### config.mk
export PLATFORM = sky130hd
export DESIGN_NAME = johnson_monitor
export DESIGN_NICKNAME = d
export VERILOG_FILES = /design/src/rtl/johnson_monitor.sv
export SDC_FILE = /design/constraint.sdc
export NUM_CORES = 1
export LEC_CHECK = 0
export CAP_MARGIN = 40
export CORE_ASPECT_RATIO = 1.5
export CORE_MARGIN = 1
export CORE_UTILIZATION = 40
export CTS_BUF_LIST = sky130_fd_sc_hd__clkbuf_2
export DETAILED_ROUTE_END_ITERATION = 7
export PLACE_DENSITY_LB_ADDON = 0.05
export SYNTH_ARGS = -nofsm -noshare
export SYNTH_HDL_FRONTEND = slang
export SYNTH_SLANG_ARGS = --single-unit
export TNS_END_PERCENT = 50
### constraint.sdc
create_clock -name clk -period 9.2 [get_ports clk]
set_input_delay 0.92 -clock clk [delete_from_list [all_inputs] [get_ports clk]]
set_output_delay 0.92 -clock clk [all_outputs]
set_load 0.1 [all_outputs]
### src/rtl/johnson_monitor.sv
// johnson_monitor: decodes a Johnson code into phase/one-hot, checks legality and sequencing, tracks lock and counters
module johnson_monitor #(
  parameter int WIDTH = 5,
  parameter int LOCK_LEN = 3,
  parameter int CNT_W = 8
) (
  input  logic               clk,
  input  logic               rst,
  input  logic               en,
  input  logic [WIDTH-1:0]   jc,
  output logic [3:0]         phase,
  output logic [2*WIDTH-1:0] onehot,
  output logic               valid,
  output logic               locked,
  output logic               err,
  output logic [CNT_W-1:0]   err_cnt,
  output logic [CNT_W-1:0]   cycles
);
  localparam int N = 2 * WIDTH;
  localparam int SW = $clog2(LOCK_LEN + 1);
  localparam logic [1:0] UNLOCK = 2'd0;
  localparam logic [1:0] TRACK = 2'd1;
  localparam logic [1:0] LOCKED = 2'd2;
  logic [1:0]       st;
  logic [3:0]       ref_idx, pc, idx, nxt;
  logic [WIDTH-1:0] canon;
  logic [SW-1:0]    streak, sn;
  logic             legal, step, stall;
  always_comb begin
    pc = '0;
    canon = '0;
    for (int i = 0; i < WIDTH; i++) pc = pc + 4'(jc[i]);
    idx = jc[WIDTH-1] ? 4'(N) - pc : pc;
    // regenerate the canonical code for idx; any mismatch means an illegal pattern
    for (int i = 0; i < WIDTH; i++)
      canon[i] = (idx <= 4'(WIDTH)) ? (4'(i) < idx) : (4'(i) >= idx - 4'(WIDTH));
    legal = jc == canon;
    nxt = (ref_idx == 4'(N - 1)) ? 4'd0 : ref_idx + 4'd1;
    step = legal && idx == nxt;
    stall = legal && idx == ref_idx;
    sn = streak + SW'(1);
  end
  always_ff @(posedge clk) begin
    if (rst) begin
      phase <= '0;
      onehot <= '0;
      valid <= 1'b0;
      locked <= 1'b0;
      err <= 1'b0;
      err_cnt <= '0;
      cycles <= '0;
      st <= UNLOCK;
      streak <= '0;
      ref_idx <= '0;
    end else if (!en) begin
      err <= 1'b0;
    end else begin
      valid <= legal;
      onehot <= legal ? {{(N-1){1'b0}}, 1'b1} << idx : '0;
      if (legal) phase <= idx;
      err <= 1'b0;
      if (st == UNLOCK) begin
        if (legal) begin
          ref_idx <= idx;
          streak <= '0;
          st <= TRACK;
        end
      end else if (step) begin
        ref_idx <= idx;
        if (st == TRACK) begin
          streak <= sn;
          if (sn == SW'(LOCK_LEN)) begin
            st <= LOCKED;
            locked <= 1'b1;
          end
        end else if (ref_idx == 4'(N - 1) && idx == 4'd0) begin
          cycles <= cycles + {{(CNT_W-1){1'b0}}, ~&cycles};
        end
      end else if (!stall) begin
        err <= 1'b1;
        err_cnt <= err_cnt + {{(CNT_W-1){1'b0}}, ~&err_cnt};
        locked <= 1'b0;
        streak <= '0;
        if (legal) ref_idx <= idx;
        st <= legal ? TRACK : UNLOCK;
      end
    end
  end
endmodule

==> flow_metrics.tcl, run 1 <==
set metrics [dict create \
    status "finished, final reports clean" \
    post-place-ws_ns 2.71 \
    post_cts_resized 0 \
    diodes 0 \
    gr-usage-all-layers_pct 21.8 \
    syn2layout_area_growth_pct 36.2 \
    antenna_found_initial 0 \
    synth_warnings 0 \
    first_pass_iters 5 \
    cap_violations 0 \
    dieArea_mm2 0.00696 \
    synth_edf_count 0 \
    crit_type "in2reg" \
    crit_path_start "jc[0]" \
    grt.met3_usage_pct 2.82 \
    grt_pass1_wl_um 11500 \
    clock_skew_ns 0.0281 \
    ys_top_cells_by_count "dfxtp_1, a21oi_1, nand2_1" \
    grtUsageMet1_pct 23.5 \
    powerDensity_mw_per_mm2 127 \
    peakVddDrop_mv 0.0529 \
    globalRoute.busiestLayer "met2" \
    htree_levels 2 \
    fmax_mhz 164 \
    worstMarginPinSlew_ns 0.913 \
    setup_ws_ns 3.12 \
    p_leak_nw 1.37 \
    syn_inst 324 \
    cts_buffer_depth 2 \
    place_inst 456 \
    cts_root_buf "clkbuf_2" \
    wl_per_cell_um 15.0 \
    die_x_um 68.5 \
    clk_pin_slew_ns 0.24 \
    end_kind "register" \
    setup_viol 0 \
    hp-class "reg2reg" \
    cts_buffers 5 \
    synth_area_leader_cell "dfxtp_1" \
    core_area_mm2 0.00644 \
    hold_violations 0 \
    port_buffers 40 \
    synth.area.top_cells "dfxtp_1, ha_1, a21oi_1, nand2_1, nand4_1" \
    fin_setup_tns_ns 0 \
    syn_area_mm2 0.00265 \
    routed-via-count 2576 \
    instances_no_fill 464 \
    startpoint_type "input port" \
    viasPerCell 5.55 \
    finalCriticalPeriod_ns 6.08 \
    ant_nets 0 \
    synth-main-ff-cell "dfxtp_1" \
    syn_nets 350 \
    max_slew_margin_pct 38.6 \
    cts_tree "yes" \
    drv_slew 0 \
    finalCritPeriodShare_pct 66.1 \
    finish.net_count 413 \
    rsz0062_at_grt "no" \
    placementRows 36 \
    synth_most_common_cell "dfxtp_1" \
    die_h_um 102 \
    io_pins 41 \
    ys_seq_area_share_pct 31.0 \
    grt_pass1_vias 2507 \
    hold_buffers 0 \
    post_cts_buffers 0 \
    arrival_ns 6.45 \
    initial_core_util_pct 41.2 \
    drt_iter0_markers 107 \
    gr-total-overflow 0 \
    drc 0 \
    clock_latency_ns 0.42 \
    gp_congestion 0.906 \
    ys_seq_elements 41 \
    crit_required_ns 9.56 \
    grt_max_degree 44 \
    fin_util_pct 56.1 \
    hp-start "phase[0]$_SDFFE_PP0P_" \
    async_reset_ff_share_pct 0 \
    synth_top_area_share_pct 31.0 \
    whs_ns 0.472 \
    place_hpwl_um 5230 \
    cts_sinks 41 \
    drive_above_1_share_pct 14.2 \
    synth.avg_cell_area_um2 8.18 \
    cp_max_fo 18 \
    grt_use_met2_pct 40.7 \
    yosysUniqueCellTypes 55 \
    wl_um 6950 \
]
## per-layer routing
| metal | part of all wire, % | wire length, µm |
|---|---|---|
| met4 | 2.8 | 193 |
| met1 | 41 | 2850 |
| met5 | 0 | 0 |
| met2 | 54 | 3730 |
| met3 | 2.5 | 177 |
## final cells by class
class / count / area [µm²]
clock buffer: 5 / 25.0
clock inverter: 3 / 17.5
fill: 593 / 2830
inverter: 18 / 67.6
multi-input combinational: 247 / 1680
sequential: 41 / 821
tap: 76 / 95.1
timing repair buffer: 74 / 903
## flip-flops by register name, summed over array words and instances, names as in the netlist, named ones only
register,count
st,2
err_cnt,8
cycles,8
valid,1
locked,1
onehot,10
streak,2
err,1
phase,4
## worst max-delay path: stages
cell and delay, ns:
clkdlybuf4s50_1 0.50, inv_1 0.08, fa_1 0.53, inv_1 0.05, fa_1 0.77, fa_1 0.50
nor2b_1 0.21, a21oi_4 0.09, ha_1 0.30, ha_1 0.36, nor4b_2 0.37, o21ai_1 0.17
xnor2_1 0.21, nor4_4 0.83, a21oi_1 0.29, nor3_1 0.26
## layout by cell type (no fill, tap or decap), types with 11 or more instances in the layout
| cell | count |
|---|---|
| nor2_1 | 14 |
| dfxtp_1 | 41 |
| buf_8 | 33 |
| clkdlybuf4s50_1 | 40 |
| inv_1 | 17 |
| nand4_1 | 14 |
| a21oi_1 | 36 |
| ha_1 | 15 |
| nand2_1 | 29 |
| nand3_1 | 15 |
| nor3_1 | 11 |
| nor2b_1 | 12 |
## worst paths after layout
check,to,slack [ns],cells past startpoint
worst max-delay path,locked$_SDFFE_PP0P_,3.12,16
worst min-delay path,phase[0]$_SDFFE_PP0P_,0.47,2
worst max register to register,cycles[5]$_SDFFE_PP0P_,6.79,7
worst min register to register,phase[0]$_SDFFE_PP0P_,0.47,2
## cells by family after synthesis
kind of cell | Yosys count | synth area share, %
AO/OA/AOI/OAI | 82 | 19.7
XOR/XNOR | 8 | 2.64
adder cells (fa/ha/maj) | 18 | 9.34
buffers and inverters | 36 | 5.57
flip-flops | 41 | 31.0
multiplexers | 9 | 3.78
AND/OR/NAND/NOR | 130 | 28.0
## power by group
part / switching, mW / internal [mW]
sequential: 0.00371 / 0.181
clock: 0.0658 / 0.0181
combinational: 0.122 / 0.0661
total: 0.192 / 0.266
## stage by stage
step	area, µm²	power (mW)
after CTS	3610	0.459
after floorplan	2650	0.331
final	3610	0.457
after global placement	3070	0.368
after global routing	3610	0.487
after detailed placement	3570	0.374
No activity file was read; power rests on OpenSTA's default activity.
==> inputs of run 2 (changes only) <==
==> constraint.sdc (replaced) <==
create_clock -name clk -period 5.5 [get_ports clk]
set_input_delay 0.55 -clock clk [delete_from_list [all_inputs] [get_ports clk]]
set_output_delay 0.55 -clock clk [all_outputs]
set_load 0.1 [all_outputs]
==> run 2 against run 1 <==
Effect of this change:
- sequential power up 68%
- die area is the same
- worst setup slack lost 2.6 ns
- routed wire length shrank 2.4%
- combinational power is 77% higher
- total power grew 71%
- non-clock buffer count is 12 higher
- critical path depth grew 1
- core utilization up 1.4 points
- sequential share of layout area is 0.55 points lower
- critical path type unchanged
==> flow_metrics.tcl, run 2 (same netlist as run 1, synthesis figures left out) <==
set metrics [dict create \
    rr_worst_depth 7 \
    cts_buffers 5 \
    drv_slew 0 \
    layout_common_cells "dfxtp_1, clkdlybuf4s50_1, a21oi_1, buf_8, nand2_1" \
    clock_latency_ns 0.42 \
    finalCritPeriodShare_pct 90.9 \
    syn2layout_area_growth_pct 39.6 \
    status "finished, final reports clean" \
    rsz0062_at_grt "no" \
    largest_register "onehot" \
    cap_violations 0 \
    die_h_um 102 \
    crit_required_ns 5.85 \
    crit_path_start "jc[0]" \
    setup_viol 0 \
    drt_iter0_markers 88 \
    mostFrequentLayoutCell "dfxtp_1" \
    powerDensity_mw_per_mm2 211 \
    whs_path_depth 2 \
    drc 0 \
    multiInputGateArea_mm2 0.00168 \
    cts_buffer_depth 2 \
    first_pass_iters 4 \
    die_x_um 68.5 \
    setup.worst_path.end "err_cnt[2]$_SDFFE_PP0P_" \
    hold_violations 0 \
    grt_max_degree 44 \
    largest_reg_flops 10 \
    placementRows 36 \
    routed-via-count 2644 \
    clk_pin_slew_ns 0.24 \
    hp-class "reg2reg" \
    gr-total-overflow 0 \
    startpoint_type "input port" \
    p_sw_share_pct 40.9 \
    combPwrFrac_pct 42.7 \
    post_cts_resized 0 \
    cts_sinks 41 \
    cts_root_buf "clkbuf_2" \
    instances_no_fill 476 \
    design_area_mm2 0.00370 \
    ant_nets 0 \
    place_area_mm2 0.00366 \
    grt_pass1_vias 2448 \
    antenna_found_initial 0 \
    gp_congestion 0.909 \
    io_pins 41 \
    p_int_mw 0.461 \
    clock_skew_ns 0.0246 \
    cts_tree "yes" \
    seq_area_um2 821 \
    diodes 0 \
    finish.net_count 425 \
    place_inst 468 \
    wl_per_cell_um 14.2 \
    dieArea_mm2 0.00696 \
    p_switching_mw 0.319 \
    crit_type "in2reg" \
    drive_above_1_share_pct 16.8 \
    pwr-share-seq_pct 39.7 \
    ff2ff_setup_slack_ns 3.17 \
    finalCriticalPeriod_ns 5.00 \
    fmax_mhz 200 \
    initial_core_util_pct 41.2 \
    max_slew_margin_pct 64.9 \
    p_leak_nw 1.43 \
    whs_ns 0.470 \
    fillers 590 \
    place_hpwl_um 5200 \
    grt_pass1_wl_um 11200 \
    post_cts_buffers 0 \
    end_kind "register" \
    arrival_ns 5.35 \
    viasPerCell 5.55 \
    cp_max_fo 8 \
    worstMarginPinSlew_ns 0.523 \
    htree_levels 2 \
    wl_um 6780 \
    clockPowerShare_pct 17.6 \
    fin_setup_tns_ns 0 \
    gr-usage-all-layers_pct 21.2 \
    r2r-end "cycles[3]$_SDFFE_PP0P_" \
    port_buffers 40 \
    peakVddDrop_mv 0.115 \
    hold_buffers 0 \
    core_area_mm2 0.00644 \
    top_regs "onehot: 10 flops, cycles: 8 flops, err_cnt: 8 flops" \
]
-- run 2: final cells by class --
type	count	area share, %
Clock buffer	5	0.676
Clock inverter	3	0.473
Inverter	18	1.82
Multi-Input combinational cell	247	45.5
Sequential cell	41	22.2
Tap cell	76	2.57
Timing Repair Buffer	86	26.8
-- run 2: metal layers --
metal / GRT usage, % / wire length [µm] / up-vias
met2: 37.8 / 3520 / 53
met1: 24.1 / 2890 / 1240
li1: - / - / 1336
met3: 3.38 / 180 / 15
met4: 8.65 / 183 / 0
met5: 0 / 0 / -
-- run 2: worst min-delay path by stage --
| stage | from | end | slack, ns |
|---|---|---|---|
| 2_1_floorplan | streak[0]$_SDFFE_PP0P_ | streak[0]$_SDFFE_PP0P_ | 0.45 |
| 3_3_place_gp | phase[3]$_SDFFE_PP0P_ | phase[3]$_SDFFE_PP0P_ | 0.45 |
| 3_5_place_dp | valid$_SDFFE_PP0P_ | valid$_SDFFE_PP0P_ | 0.45 |
| 4_1_cts | valid$_SDFFE_PP0P_ | valid$_SDFFE_PP0P_ | 0.48 |
| 5_1_grt | onehot[7]$_SDFFE_PP0P_ | onehot[7]$_SDFFE_PP0P_ | 0.50 |
| 6_report | valid$_SDFFE_PP0P_ | valid$_SDFFE_PP0P_ | 0.47 |
-- run 2: power by group through the flow --
| stage | Clock, mW | Sequential (mW) | Combinational, mW |
|---|---|---|---|
| 2_1_floorplan | 0 | 0.335 | 0.220 |
| 3_3_place_gp | 0 | 0.315 | 0.322 |
| 3_5_place_dp | 0 | 0.315 | 0.333 |
| 4_1_cts | 0.145 | 0.310 | 0.334 |
| 5_1_grt | 0.158 | 0.311 | 0.366 |
| 6_report | 0.137 | 0.310 | 0.333 |
-- run 2: per-stage QoR --
| step | utilization (%) | power (mW) | worst slack, ns |
|---|---|---|---|
| floorplan | - | 0.554 | 0.714 |
| global placement | 49.1 | 0.637 | 0.0938 |
| detailed placement | 56.8 | 0.648 | 0.0192 |
| CTS | 57.5 | 0.789 | 0.505 |
| global route | 57.5 | 0.835 | 0.166 |
| finish | 57.5 | 0.780 | 0.501 |
-- run 2: worst max-delay path: stages --
cell and delay (ns):
clkdlybuf4s50_1 0.49, inv_1 0.08, fa_1 0.53, inv_1 0.05
fa_1 0.48, fa_1 0.51, nor2b_1 0.21, a21oi_4 0.06
ha_1 0.25, ha_1 0.34, nor4b_2 0.37, o21ai_1 0.17
xnor2_1 0.21, nor4_4 0.51, buf_4 0.21, nand2_1 0.05
o311ai_0 0.26
